[src/rtl/ddr3_iod_train_pkg.sv]
// Shared types and constants for DDR3 IOD per-bit read-delay training.
package ddr3_iod_train_pkg;

    typedef enum logic [3:0] {
        ST_IDLE,
        ST_SEL,
        ST_LOAD,
        ST_SETTLE,
        ST_CLR,
        ST_SAMPLE,
        ST_EVAL,
        ST_STEP,
        ST_CALC,
        ST_LOAD_ERR,
        ST_CTR,
        ST_STORE,
        ST_FIN
    } train_state_e;

    localparam int unsigned MOVE_GAP = 2;
    localparam logic        DIR_INC  = 1'b1;
    localparam logic        DIR_DEC  = 1'b0;

    // Delay-line command issued to the currently selected lane in the next cycle.
    typedef struct packed {
        logic move;
        logic dir;
        logic load;
        logic clr;
    } lane_cmd_t;

endpackage

[src/rtl/ddr3_iod_dly_train_if.sv]
// Sequencer control and IOD lane delay/eye-monitor signals of the read-delay trainer.
interface ddr3_iod_dly_train_if #(
    parameter int unsigned NUM_LANES = 4,
    parameter int unsigned TAP_W     = 8
);
    logic                         start;
    logic [NUM_LANES-1:0]         lane_mask;
    logic [NUM_LANES-1:0]         eye_monitor_early;
    logic [NUM_LANES-1:0]         eye_monitor_late;
    logic [NUM_LANES-1:0]         delay_line_out_of_range;
    logic [NUM_LANES-1:0]         delay_line_move;
    logic [NUM_LANES-1:0]         delay_line_direction;
    logic [NUM_LANES-1:0]         delay_line_load;
    logic [NUM_LANES-1:0]         eye_monitor_clear_flags;
    logic                         busy;
    logic                         done;
    logic [NUM_LANES-1:0]         lane_err;
    logic [NUM_LANES*TAP_W-1:0]   tap_val;

    modport master (
        output start, lane_mask, eye_monitor_early, eye_monitor_late, delay_line_out_of_range,
        input  delay_line_move, delay_line_direction, delay_line_load, eye_monitor_clear_flags,
               busy, done, lane_err, tap_val
    );

    modport slave (
        input  start, lane_mask, eye_monitor_early, eye_monitor_late, delay_line_out_of_range,
        output delay_line_move, delay_line_direction, delay_line_load, eye_monitor_clear_flags,
               busy, done, lane_err, tap_val
    );
endinterface

[src/rtl/ddr3_iod_eye_sampler.sv]
// Accumulates EARLY|LATE of the selected lane over one sample window after a clear,
// then returns a registered one-cycle pass/fail strobe.
module ddr3_iod_eye_sampler #(
    parameter int unsigned SAMPLE_CYC = 16
) (
    input  logic fab_clk,
    input  logic arst_n,
    input  logic clear,
    input  logic early,
    input  logic late,
    output logic last_c,
    output logic pass,
    output logic valid
);
    localparam int unsigned CNT_W = (SAMPLE_CYC > 1) ? $clog2(SAMPLE_CYC) : 1;

    logic             active_q;
    logic [CNT_W-1:0] cnt_q;
    logic             seen_q;

    assign last_c = active_q && (cnt_q == CNT_W'(SAMPLE_CYC - 1));

    always_ff @(posedge fab_clk or negedge arst_n) begin
        if (!arst_n) begin
            active_q <= 1'b0;
            cnt_q    <= '0;
            seen_q   <= 1'b0;
            pass     <= 1'b0;
            valid    <= 1'b0;
        end else begin
            valid <= 1'b0;
            if (clear) begin
                active_q <= 1'b1;
                cnt_q    <= '0;
                seen_q   <= 1'b0;
            end else if (active_q) begin
                if (last_c) begin
                    active_q <= 1'b0;
                    valid    <= 1'b1;
                    pass     <= !(seen_q | early | late);
                end else begin
                    cnt_q  <= cnt_q + CNT_W'(1);
                    seen_q <= seen_q | early | late;
                end
            end
        end
    end
endmodule

[src/rtl/ddr3_iod_dly_train.sv]
// Per-bit DDR3 read-delay trainer: sweeps each unmasked lane's delay line, finds the first
// passing tap window and centres the delay in it, one lane at a time.
module ddr3_iod_dly_train
    import ddr3_iod_train_pkg::*;
#(
    parameter int unsigned NUM_LANES  = 4,
    parameter int unsigned TAP_W      = 8,
    parameter int unsigned MAX_TAPS   = 128,
    parameter int unsigned SETTLE_CYC = 8,
    parameter int unsigned SAMPLE_CYC = 16
) (
    input logic                fab_clk,
    input logic                arst_n,
    ddr3_iod_dly_train_if.slave bus
);
    localparam int unsigned LANE_W = $clog2(NUM_LANES + 1);
    localparam int unsigned LIDX_W = (NUM_LANES > 1) ? $clog2(NUM_LANES) : 1;
    localparam int unsigned SET_W  = (SETTLE_CYC > 1) ? $clog2(SETTLE_CYC) : 1;
    localparam int unsigned GAP_W  = (MOVE_GAP > 1) ? $clog2(MOVE_GAP) : 1;

    train_state_e               state_q, state_d;
    logic [LANE_W-1:0]          lane_q, lane_d;
    logic [TAP_W-1:0]           cur_tap_q, cur_tap_d;
    logic [TAP_W-1:0]           first_q, first_d;
    logic [TAP_W-1:0]           last_q, last_d;
    logic [TAP_W-1:0]           target_q, target_d;
    logic                       seen_q, seen_d;
    logic [SET_W-1:0]           settle_q, settle_d;
    logic [GAP_W-1:0]           gap_q, gap_d;
    logic [NUM_LANES-1:0]       mask_q, mask_d;
    logic                       busy_q, busy_d;
    logic                       done_q, done_d;
    logic [NUM_LANES-1:0]       err_q, err_d;
    logic [NUM_LANES*TAP_W-1:0] tap_val_q, tap_val_d;
    logic [NUM_LANES-1:0]       move_q, move_d;
    logic [NUM_LANES-1:0]       dir_q, dir_d;
    logic [NUM_LANES-1:0]       load_q, load_d;
    logic [NUM_LANES-1:0]       clr_q, clr_d;

    logic [LIDX_W-1:0]    lane_idx;
    logic [NUM_LANES-1:0] lane_oh;
    lane_cmd_t            cmd;
    logic                 sel_found;
    logic [LANE_W-1:0]    sel_lane;
    logic                 smp_last_c;
    logic                 smp_pass;
    logic                 smp_valid;

    assign lane_idx = LIDX_W'(lane_q);

    ddr3_iod_eye_sampler #(.SAMPLE_CYC(SAMPLE_CYC)) u_sampler (
        .fab_clk (fab_clk),
        .arst_n  (arst_n),
        .clear   (state_q == ST_CLR),
        .early   (bus.eye_monitor_early[lane_idx]),
        .late    (bus.eye_monitor_late[lane_idx]),
        .last_c  (smp_last_c),
        .pass    (smp_pass),
        .valid   (smp_valid)
    );

    // Lowest unmasked lane at or above the lane counter.
    always_comb begin
        sel_found = 1'b0;
        sel_lane  = '0;
        for (int unsigned i = 0; i < NUM_LANES; i++) begin
            if (!sel_found && mask_q[i] && (LANE_W'(i) >= lane_q)) begin
                sel_found = 1'b1;
                sel_lane  = LANE_W'(i);
            end
        end
    end

    always_ff @(posedge fab_clk or negedge arst_n) begin
        if (!arst_n) begin
            state_q   <= ST_IDLE;
            lane_q    <= '0;
            cur_tap_q <= '0;
            first_q   <= '0;
            last_q    <= '0;
            target_q  <= '0;
            seen_q    <= 1'b0;
            settle_q  <= '0;
            gap_q     <= '0;
            mask_q    <= '0;
            busy_q    <= 1'b0;
            done_q    <= 1'b0;
            err_q     <= '0;
            tap_val_q <= '0;
            move_q    <= '0;
            dir_q     <= '0;
            load_q    <= '0;
            clr_q     <= '0;
        end else begin
            state_q   <= state_d;
            lane_q    <= lane_d;
            cur_tap_q <= cur_tap_d;
            first_q   <= first_d;
            last_q    <= last_d;
            target_q  <= target_d;
            seen_q    <= seen_d;
            settle_q  <= settle_d;
            gap_q     <= gap_d;
            mask_q    <= mask_d;
            busy_q    <= busy_d;
            done_q    <= done_d;
            err_q     <= err_d;
            tap_val_q <= tap_val_d;
            move_q    <= move_d;
            dir_q     <= dir_d;
            load_q    <= load_d;
            clr_q     <= clr_d;
        end
    end

    always_comb begin
        state_d   = state_q;
        lane_d    = lane_q;
        cur_tap_d = cur_tap_q;
        first_d   = first_q;
        last_d    = last_q;
        target_d  = target_q;
        seen_d    = seen_q;
        settle_d  = settle_q;
        gap_d     = gap_q;
        mask_d    = mask_q;
        done_d    = done_q;
        err_d     = err_q;
        tap_val_d = tap_val_q;
        cmd       = '0;

        unique case (state_q)
            ST_IDLE: begin
                if (bus.start) begin
                    state_d   = ST_SEL;
                    lane_d    = '0;
                    mask_d    = bus.lane_mask;
                    done_d    = 1'b0;
                    err_d     = '0;
                    tap_val_d = '0;
                end
            end
            ST_SEL: begin
                if (sel_found) begin
                    lane_d  = sel_lane;
                    state_d = ST_LOAD;
                end else begin
                    state_d = ST_FIN;
                end
            end
            ST_LOAD: begin
                cur_tap_d = '0;
                first_d   = '0;
                last_d    = '0;
                seen_d    = 1'b0;
                settle_d  = '0;
                state_d   = ST_SETTLE;
            end
            ST_SETTLE: begin
                if (settle_q == SET_W'(SETTLE_CYC - 1)) state_d = ST_CLR;
                else                                     settle_d = settle_q + SET_W'(1);
            end
            ST_CLR: state_d = ST_SAMPLE;
            ST_SAMPLE: begin
                if (smp_last_c) state_d = ST_EVAL;
            end
            ST_EVAL: begin
                if (smp_valid && smp_pass) begin
                    last_d = cur_tap_q;
                    if (!seen_q) begin
                        first_d = cur_tap_q;
                        seen_d  = 1'b1;
                    end
                end
                // A passing tap that also hits the range limit is kept, then the window closes.
                if ((seen_q && !(smp_valid && smp_pass)) ||
                    (cur_tap_q == TAP_W'(MAX_TAPS - 1)) ||
                    bus.delay_line_out_of_range[lane_idx])
                    state_d = ST_CALC;
                else
                    state_d = ST_STEP;
            end
            ST_STEP: begin
                cur_tap_d = cur_tap_q + TAP_W'(1);
                settle_d  = '0;
                state_d   = ST_SETTLE;
            end
            ST_CALC: begin
                gap_d = '0;
                if (!seen_q) begin
                    err_d[lane_idx] = 1'b1;
                    target_d        = '0;
                    state_d         = ST_LOAD_ERR;
                end else begin
                    target_d = first_q + ((last_q - first_q) >> 1);
                    state_d  = ST_CTR;
                end
            end
            ST_LOAD_ERR: begin
                cur_tap_d = '0;
                state_d   = ST_STORE;
            end
            ST_CTR: begin
                if (cur_tap_q > target_q) begin
                    gap_d = (gap_q == GAP_W'(MOVE_GAP - 1)) ? '0 : gap_q + GAP_W'(1);
                    if (gap_q == '0) begin
                        cmd.move  = 1'b1;
                        cmd.dir   = DIR_DEC;
                        cur_tap_d = cur_tap_q - TAP_W'(1);
                    end
                end else begin
                    state_d = ST_STORE;
                end
            end
            ST_STORE: begin
                tap_val_d[lane_idx*TAP_W +: TAP_W] = cur_tap_q;
                lane_d  = lane_q + LANE_W'(1);
                state_d = ST_SEL;
            end
            ST_FIN:  state_d = ST_IDLE;
            default: state_d = ST_IDLE;
        endcase

        // Pulses are registered, so they are decoded from the state being entered.
        if (state_d == ST_STEP) begin
            cmd.move = 1'b1;
            cmd.dir  = DIR_INC;
        end
        cmd.load = (state_d == ST_LOAD) || (state_d == ST_LOAD_ERR);
        cmd.clr  = (state_d == ST_CLR);

        if (state_d == ST_FIN) done_d = 1'b1;
        busy_d  = (state_d != ST_IDLE) && (state_d != ST_FIN);
        lane_oh = NUM_LANES'(1) << lane_d;
        move_d  = cmd.move ? lane_oh : '0;
        dir_d   = (cmd.move && (cmd.dir == DIR_INC)) ? lane_oh : '0;
        load_d  = cmd.load ? lane_oh : '0;
        clr_d   = cmd.clr ? lane_oh : '0;
    end

    assign bus.delay_line_move         = move_q;
    assign bus.delay_line_direction    = dir_q;
    assign bus.delay_line_load         = load_q;
    assign bus.eye_monitor_clear_flags = clr_q;
    assign bus.busy                    = busy_q;
    assign bus.done                    = done_q;
    assign bus.lane_err                = err_q;
    assign bus.tap_val                 = tap_val_q;
endmodule

[src/flat_wrapper.sv]
// flat-port wrapper written by rule: the top's interface ports become plain ports
module ddr3_iod_dly_train_flat import ddr3_iod_train_pkg::*;
#(
    parameter int unsigned NUM_LANES  = 4,
    parameter int unsigned TAP_W      = 8,
    parameter int unsigned MAX_TAPS   = 128,
    parameter int unsigned SETTLE_CYC = 8,
    parameter int unsigned SAMPLE_CYC = 16
)
  (fab_clk, arst_n, bus_start, bus_lane_mask, bus_eye_monitor_early, bus_eye_monitor_late, bus_delay_line_out_of_range, bus_delay_line_move, bus_delay_line_direction, bus_delay_line_load, bus_eye_monitor_clear_flags, bus_busy, bus_done, bus_lane_err, bus_tap_val);
  ddr3_iod_dly_train_if #(.NUM_LANES(NUM_LANES), .TAP_W(TAP_W)) bus_i ();
  input logic fab_clk;
  input logic arst_n;
  input wire logic [$bits(bus_i.start)-1:0] bus_start;
  input wire logic [$bits(bus_i.lane_mask)-1:0] bus_lane_mask;
  input wire logic [$bits(bus_i.eye_monitor_early)-1:0] bus_eye_monitor_early;
  input wire logic [$bits(bus_i.eye_monitor_late)-1:0] bus_eye_monitor_late;
  input wire logic [$bits(bus_i.delay_line_out_of_range)-1:0] bus_delay_line_out_of_range;
  output wire logic [$bits(bus_i.delay_line_move)-1:0] bus_delay_line_move;
  output wire logic [$bits(bus_i.delay_line_direction)-1:0] bus_delay_line_direction;
  output wire logic [$bits(bus_i.delay_line_load)-1:0] bus_delay_line_load;
  output wire logic [$bits(bus_i.eye_monitor_clear_flags)-1:0] bus_eye_monitor_clear_flags;
  output wire logic [$bits(bus_i.busy)-1:0] bus_busy;
  output wire logic [$bits(bus_i.done)-1:0] bus_done;
  output wire logic [$bits(bus_i.lane_err)-1:0] bus_lane_err;
  output wire logic [$bits(bus_i.tap_val)-1:0] bus_tap_val;
  assign bus_i.start = bus_start;
  assign bus_i.lane_mask = bus_lane_mask;
  assign bus_i.eye_monitor_early = bus_eye_monitor_early;
  assign bus_i.eye_monitor_late = bus_eye_monitor_late;
  assign bus_i.delay_line_out_of_range = bus_delay_line_out_of_range;
  assign bus_delay_line_move = bus_i.delay_line_move;
  assign bus_delay_line_direction = bus_i.delay_line_direction;
  assign bus_delay_line_load = bus_i.delay_line_load;
  assign bus_eye_monitor_clear_flags = bus_i.eye_monitor_clear_flags;
  assign bus_busy = bus_i.busy;
  assign bus_done = bus_i.done;
  assign bus_lane_err = bus_i.lane_err;
  assign bus_tap_val = bus_i.tap_val;
  ddr3_iod_dly_train #(.NUM_LANES(NUM_LANES), .TAP_W(TAP_W), .MAX_TAPS(MAX_TAPS), .SETTLE_CYC(SETTLE_CYC), .SAMPLE_CYC(SAMPLE_CYC)) u_core (.fab_clk(fab_clk), .arst_n(arst_n), .bus(bus_i));
endmodule
[config.mk]
export PLATFORM = sky130hd
export DESIGN_NAME = ddr3_iod_dly_train_flat
export DESIGN_NICKNAME = d
export VERILOG_FILES = /design/src/rtl/ddr3_iod_train_pkg.sv /design/src/rtl/ddr3_iod_dly_train_if.sv /design/src/rtl/ddr3_iod_eye_sampler.sv /design/src/rtl/ddr3_iod_dly_train.sv /design/src/flat_wrapper.sv
export SDC_FILE = /design/constraint.sdc
export NUM_CORES = 1
export LEC_CHECK = 0
export ABC_CLOCK_PERIOD_IN_PS = 4150
export BUFFER_PORTS_ARGS = -buffer_cell sky130_fd_sc_hd__buf_2
export CAP_MARGIN = 40
export CELL_PAD_IN_SITES_DETAIL_PLACEMENT = 0
export CELL_PAD_IN_SITES_GLOBAL_PLACEMENT = 1
export CORE_MARGIN = 2
export CORE_UTILIZATION = 40
export CTS_CLUSTER_SIZE = 28
export DETAILED_ROUTE_END_ITERATION = 8
export PLACE_DENSITY_LB_ADDON = 0.12
export SYNTH_ARGS = -nofsm -noshare
export SYNTH_HDL_FRONTEND = slang
export SYNTH_SLANG_ARGS = --single-unit
[constraint.sdc]
create_clock -name fab_clk -period 4.15 [get_ports fab_clk]
set_input_delay 0.6225 -clock fab_clk [delete_from_list [all_inputs] [get_ports fab_clk]]
set_output_delay 0.6225 -clock fab_clk [all_outputs]
set_load 0.1 [all_outputs]
==> Yosys cells after proc, flatten, opt, wreduce, memory -nomap -nowiden <==
Index checks and enable logic that the tools add are counted.
{ "word_totals": {"regBits": 110, "latchBits": 0, "mem_bits_rw": 0, "rom_bits": 0, "n_memories": 0} }
{ "op_classes": {"add_sub_neg": 9, "n_mul": 0, "div": 0, "order_cmp": 7, "n_eq_ne": 28, "n_shift": 3, "mux": 71, "bitwise": 4, "n_reduce_logical": 45} }
{ "op_table": {"columns": ["cell", "n"], "rows": [
  ["$pmux 32 s2", 1],
  ["$mux 4", 15],
  ["$mux 8", 6],
  ["$pmux 4 s11", 1],
  ["$neg 5->34", 1],
  ["$shift 8x34->32 const A", 1],
  ["$shiftx 8x34->32", 1],
  ["$bwmux 32", 1],
  ["$mux 32", 1],
  ["$pmux 8 s2", 2],
  ["$eq 4x4->1 const B", 7],
  ["$eq 4x3->1 const B", 6],
  ["$mux 1", 24],
  ["$pmux 8 s3", 1],
  ["$reduce_bool 2->1", 8],
  ["$mux 3", 5],
  ["$reduce_and 2->1", 7],
  ["$logic_and 1x1->1", 13],
  ["$eq 4x2->1 const B", 3],
  ["$ne 2x2->1 const B", 6],
  ["$reduce_and 3->1", 4],
  ["$mux 2", 5],
  ["$pmux 3 s3", 1],
  ["$add 8x1->8 const B", 1],
  ["31 further kinds", 46]
]} }

==> Depth between registers and ports, before layout <==
{ "depth": {"word_depth": 21, "depth_mapped": 13} }

==> Modules after synthesis <==
From an unflattened synthesis, not the netlist that was laid out.
{ "unflattened": {"cells_unflattened": 573, "hier_area_um2": 5878.1} }
{ "by_module_without_submodules": {"columns": ["module", "instances", "cells_each", "area_each_um2"], "rows": [
  ["ddr3_iod_dly_train", 1, 537, 5490.3],
  ["ddr3_iod_eye_sampler", 1, 36, 387.9]
]} }

==> Worst setup path after synthesis <==
Ideal clock, no wire load.
{ "synth_timing": {"path_kind": "reg2reg", "from": "reg u_core.state_q[2]", "to": "reg u_core.cur_tap_q[7]", "arrival_ps": 2764, "required_time_ps": 4026, "setup_slack_ps": 1262, "path_stages_with_launch": 12, "path_buffers": 1, "synth_period_minus_slack_ps": 2888, "cell_sequence": "dfrtp_1 nand2b_1 clkbuf_1 or2_2 inv_1 ha_1 a21oi_1 o211ai_1 o41ai_1 xnor2_1 a211oi_1 a211o_2"} }
{ "synth_via": {"elab_chain_len": 4} }
{ "synth_rtl": {"columns": ["item", "line", "source"], "rows": [
  ["from (decl)", "ddr3_iod_dly_train.sv:21", "train_state_e state_q, state_d;"],
  ["from (signal assigned)", "ddr3_iod_dly_train.sv:95", "state_q <= state_d;"],
  ["$eq 4x2->1 or $eq 4x4->1 (tied branches)", "ddr3_iod_dly_train.sv:132", "unique case (state_q)"],
  ["$reduce_or 2->1 (no line)", null, null],
  ["$reduce_bool 3->1 (no line)", null, null],
  ["$reduce_and 3->1 (no line)", null, null],
  ["to (signal assigned)", "ddr3_iod_dly_train.sv:97", "cur_tap_q <= cur_tap_d;"],
  ["to (decl)", "ddr3_iod_dly_train.sv:23", "logic [TAP_W-1:0] cur_tap_q, cur_tap_d;"]
]} }
Parallel ways exist; a longest one is shown, timed or not.
A chain may end at the register's enable or synchronous reset.

==> Worst setup path in the final report <==
Same ends and word-level chain as after synthesis.

==> results.json <==
{
  "outcome": "complete, no violations",
  "setup_tns_ps": 0,
  "initial_core_util_pct": 41.0,
  "yosysWarnings": 0,
  "power.share.switching_pct": 43.5,
  "max_freq_mhz": 295,
  "power_switching_w": 0.00158,
  "synth_top_area_share_pct": 48.4,
  "io_pins": 73,
  "relSlewSlack_pct": 46.7,
  "critical-path-top-delay-family": "compound AO/OA/AOI/OAI gates",
  "drv_slew": 0,
  "critPathCaptureType": "flip-flop",
  "synth_cells": 550,
  "port_buffers": 72,
  "fin_ws_ps": 762,
  "seqPwrFrac_pct": 39.3,
  "die_h_um": 123,
  "fill_cells": 1323,
  "drtPass1Iterations": 4,
  "tightest_slew_ps": 794,
  "finalHoldViolCount": 0,
  "comb_power_share_pct": 38.0,
  "cp_cell_sequence": "nand2b_1, or2_2, inv_1, ha_1, a21oi_1, o211ai_1, o41ai_1, xnor2_1, a211oi_1, a211o_2",
  "cts_root_buffer": "clkbuf_16",
  "worstSetupPathType": "reg2reg",
  "period_needed_ps": 3390,
  "dieArea_um2": 15200,
  "power_leakage_nw": 3.23,
  "ys_ff_latch": 110,
  "syn_to_final_growth_pct": 14.6,
  "min_period_over_period_pct": 81.6,
  "grt_pass1_wl_um": 22600,
  "diodes": 0,
  "p_per_area_nw_per_um2": 556,
  "wl_per_cell_um": 17.4,
  "place_ws_ps": 812,
  "postRouteAntennaNets": 0,
  "cp-start-kind": "flip-flop",
  "gp_congestion": 0.787,
  "grt_pass1_vias": 4267,
  "synth.cell_area_um2": 5690,
  "final_nets": 677,
  "gr-total-overflow": 0,
  "die_w_um": 123,
  "drtIter0Drc": 312,
  "cts_setup_buffers": 0,
  "cts_buffers": 9,
  "fp.coreArea_um2": 13900,
  "p_clk_share_pct": 22.6,
  "fp-row-count": 43,
  "wl_um": 14000,
  "vias": 4434,
  "yosys.area.top_type": "dfrtp_1",
  "synth.avg_cell_area_um2": 10.3,
  "intPower_w": 0.00205,
  "avgViaCountPerCell": 5.51,
  "final_layout_size_suffix_gt1_share_pct": 17.8,
  "setup_violations": 0,
  "clock_latency_ps": 350,
  "clk_path_buf_depth": 2,
  "slowest_stage": "dfrtp_1",
  "fin_cells": 805,
  "critPathArrivalTime_ps": 3630,
  "cts.sinks": 110,
  "htree_levels": 3,
  "synth-edff-count": 0,
  "syn_nets": 607,
  "hold_class": "in2async",
  "ctsResizeCount": 0,
  "crit_required_ps": 4390,
  "synthFlopType": "dfrtp_1",
  "rsz0062_at_grt": "false",
  "hpwl_um": 10300,
  "grt_use_total_pct": 19.3,
  "synth_commonest_cells": "dfrtp_1, a22o_1, inv_1",
  "clkTransAtPathRegs_ps": 80,
  "drv_cap": 0,
  "vdd_drop_max_uv": 397,
  "finClkSkew_ps": 7.28,
  "cts_tree": "done",
  "synth_cell_types": 69,
  "ys_seq_area_share_pct": 48.4,
  "antenna_found_initial": 0,
  "grt_start_max_net_pins": 45,
  "async_flop_share_pct": 100,
  "path_max_fanout": 15,
  "slowest_delay_ps": 530,
  "placedCellCount": 789,
  "drc_errors": 0,
  "worst-path-buf-inv": 1,
  "synthTopCellsByArea": "dfrtp_1, ha_1, a22o_1, inv_1, nand2_1",
  "hold_buffers": 0,
  "yosysMostFrequentCell": "dfrtp_1"
}
-- cell type report --
class                           instances  area, µm²  area share [%]
Timing Repair Buffer                   79        428            6.56
Sequential cell                       110       2750            42.2
Tap cell                              180        225            3.45
Clock inverter                          5       45.0           0.691
Multi-Input combinational cell        379       2680            41.2
Inverter                               41        154            2.36
Clock buffer                           11        233            3.57
-- per-layer routing --
| metal | track usage [%] | wire length (µm) | vias to the layer above |
|---|---|---|---|
| met4 | 3.76 | 128 | 0 |
| met1 | 27.0 | 6780 | 2205 |
| met5 | 0 | 0 | - |
| met3 | 4.70 | 497 | 9 |
| li1 | - | - | 2141 |
| met2 | 30.7 | 6610 | 79 |
-- state kept, by name, summed over array words and instances, names as in the netlist, 3 cells and up --
| signal | flops |
|---|---|
| u_core.bus.delay_line_direction | 4 |
| u_core.bus.delay_line_load | 4 |
| u_core.bus.delay_line_move | 4 |
| u_core.bus.eye_monitor_clear_flags | 4 |
| u_core.bus.lane_err | 4 |
| u_core.bus.tap_val | 32 |
| u_core.cur_tap_q | 8 |
| u_core.first_q | 8 |
| u_core.lane_q | 3 |
| u_core.last_q | 8 |
| u_core.mask_q | 4 |
| u_core.settle_q | 3 |
| u_core.state_q | 4 |
| u_core.target_q | 8 |
| u_core.u_sampler.cnt_q | 4 |
-- through the flow --
stage / total power (W) / hold slack (ps) / utilization (%) / area [µm²]
final: 0.00363 / 281 / 47.0 / 6520
after global routing: 0.00388 / 310 / 47.0 / 6520
after CTS: 0.00366 / 289 / 47.0 / 6520
after detailed placement: 0.00282 / 467 / 45.0 / 6240
after global placement: 0.00279 / 468 / 44.6 / 6190
after floorplan: 0.00248 / 327 / - / 5690
-- power groups by stage --
stage / clock [W] / combinational, W / sequential (W)
after floorplan: 0 / 0.000886 / 0.00159
after global placement: 0 / 0.00135 / 0.00144
after detailed placement: 0 / 0.00137 / 0.00145
after CTS: 0.000847 / 0.00138 / 0.00143
after global routing: 0.000893 / 0.00152 / 0.00146
final: 0.000822 / 0.00138 / 0.00143
-- layout by cell type (no fill, tap or decap), drive strengths merged, types with 3 or more instances in the layout --
cell type / n
dfrtp: 110
buf: 79
a22o: 48
inv: 42
nand2: 39
nor2: 39
ha: 35
a21oi: 26
o21ai: 25
nand3: 23
nor3: 16
xnor2: 11
clkbuf: 11
a211oi: 10
xor2: 8
nor2b: 8
nand2b: 6
a21o: 6
or3: 6
o211ai: 5
nand4: 5
o31ai: 4
nor4: 4
and3: 3
o22ai: 3
o41ai: 3
fa: 3
clkinv: 3
or2: 3
and4: 3
a211o: 3
mux2: 3
-- worst paths after layout --
path / start / endpoint / slack [ps] / cells past startpoint
worst max-delay path: u_core.state_q[2] / u_core.cur_tap_q[7] / 760 / 10
worst min-delay path: arst_n / u_core.first_q[5] / 280 / 1
worst max register to register: u_core.state_q[2] / u_core.cur_tap_q[7] / 760 / 10
worst min register to register: u_core.target_q[7] / u_core.target_q[7] / 480 / 2
max in group asynchronous: arst_n / u_core.bus.lane_err[1] / 2850 / 3
min in group fab_clk: bus_lane_mask[0] / u_core.mask_q[0] / 470 / 3
-- cell families after synthesis --
group / share of synthesized area, %
xor gates and xnor gates: 2.93
DFF: 48.4
adders and majority gates: 8.75
AOI/OAI and AO/OA: 19.6
buffers and inverters: 4.44
and+or+nand+nor: 15.3
muxes: 0.594
-- worst register-to-register path, stage by stage (launching register included) --
cell,delay (ps)
dfrtp_1,530
nand2b_1,330
or2_2,400
inv_1,260
ha_1,300
a21oi_1,190
o211ai_1,170
o41ai_1,500
xnor2_1,190
a211oi_1,70
a211o_2,330
No activity file was read; power rests on OpenSTA's default activity.
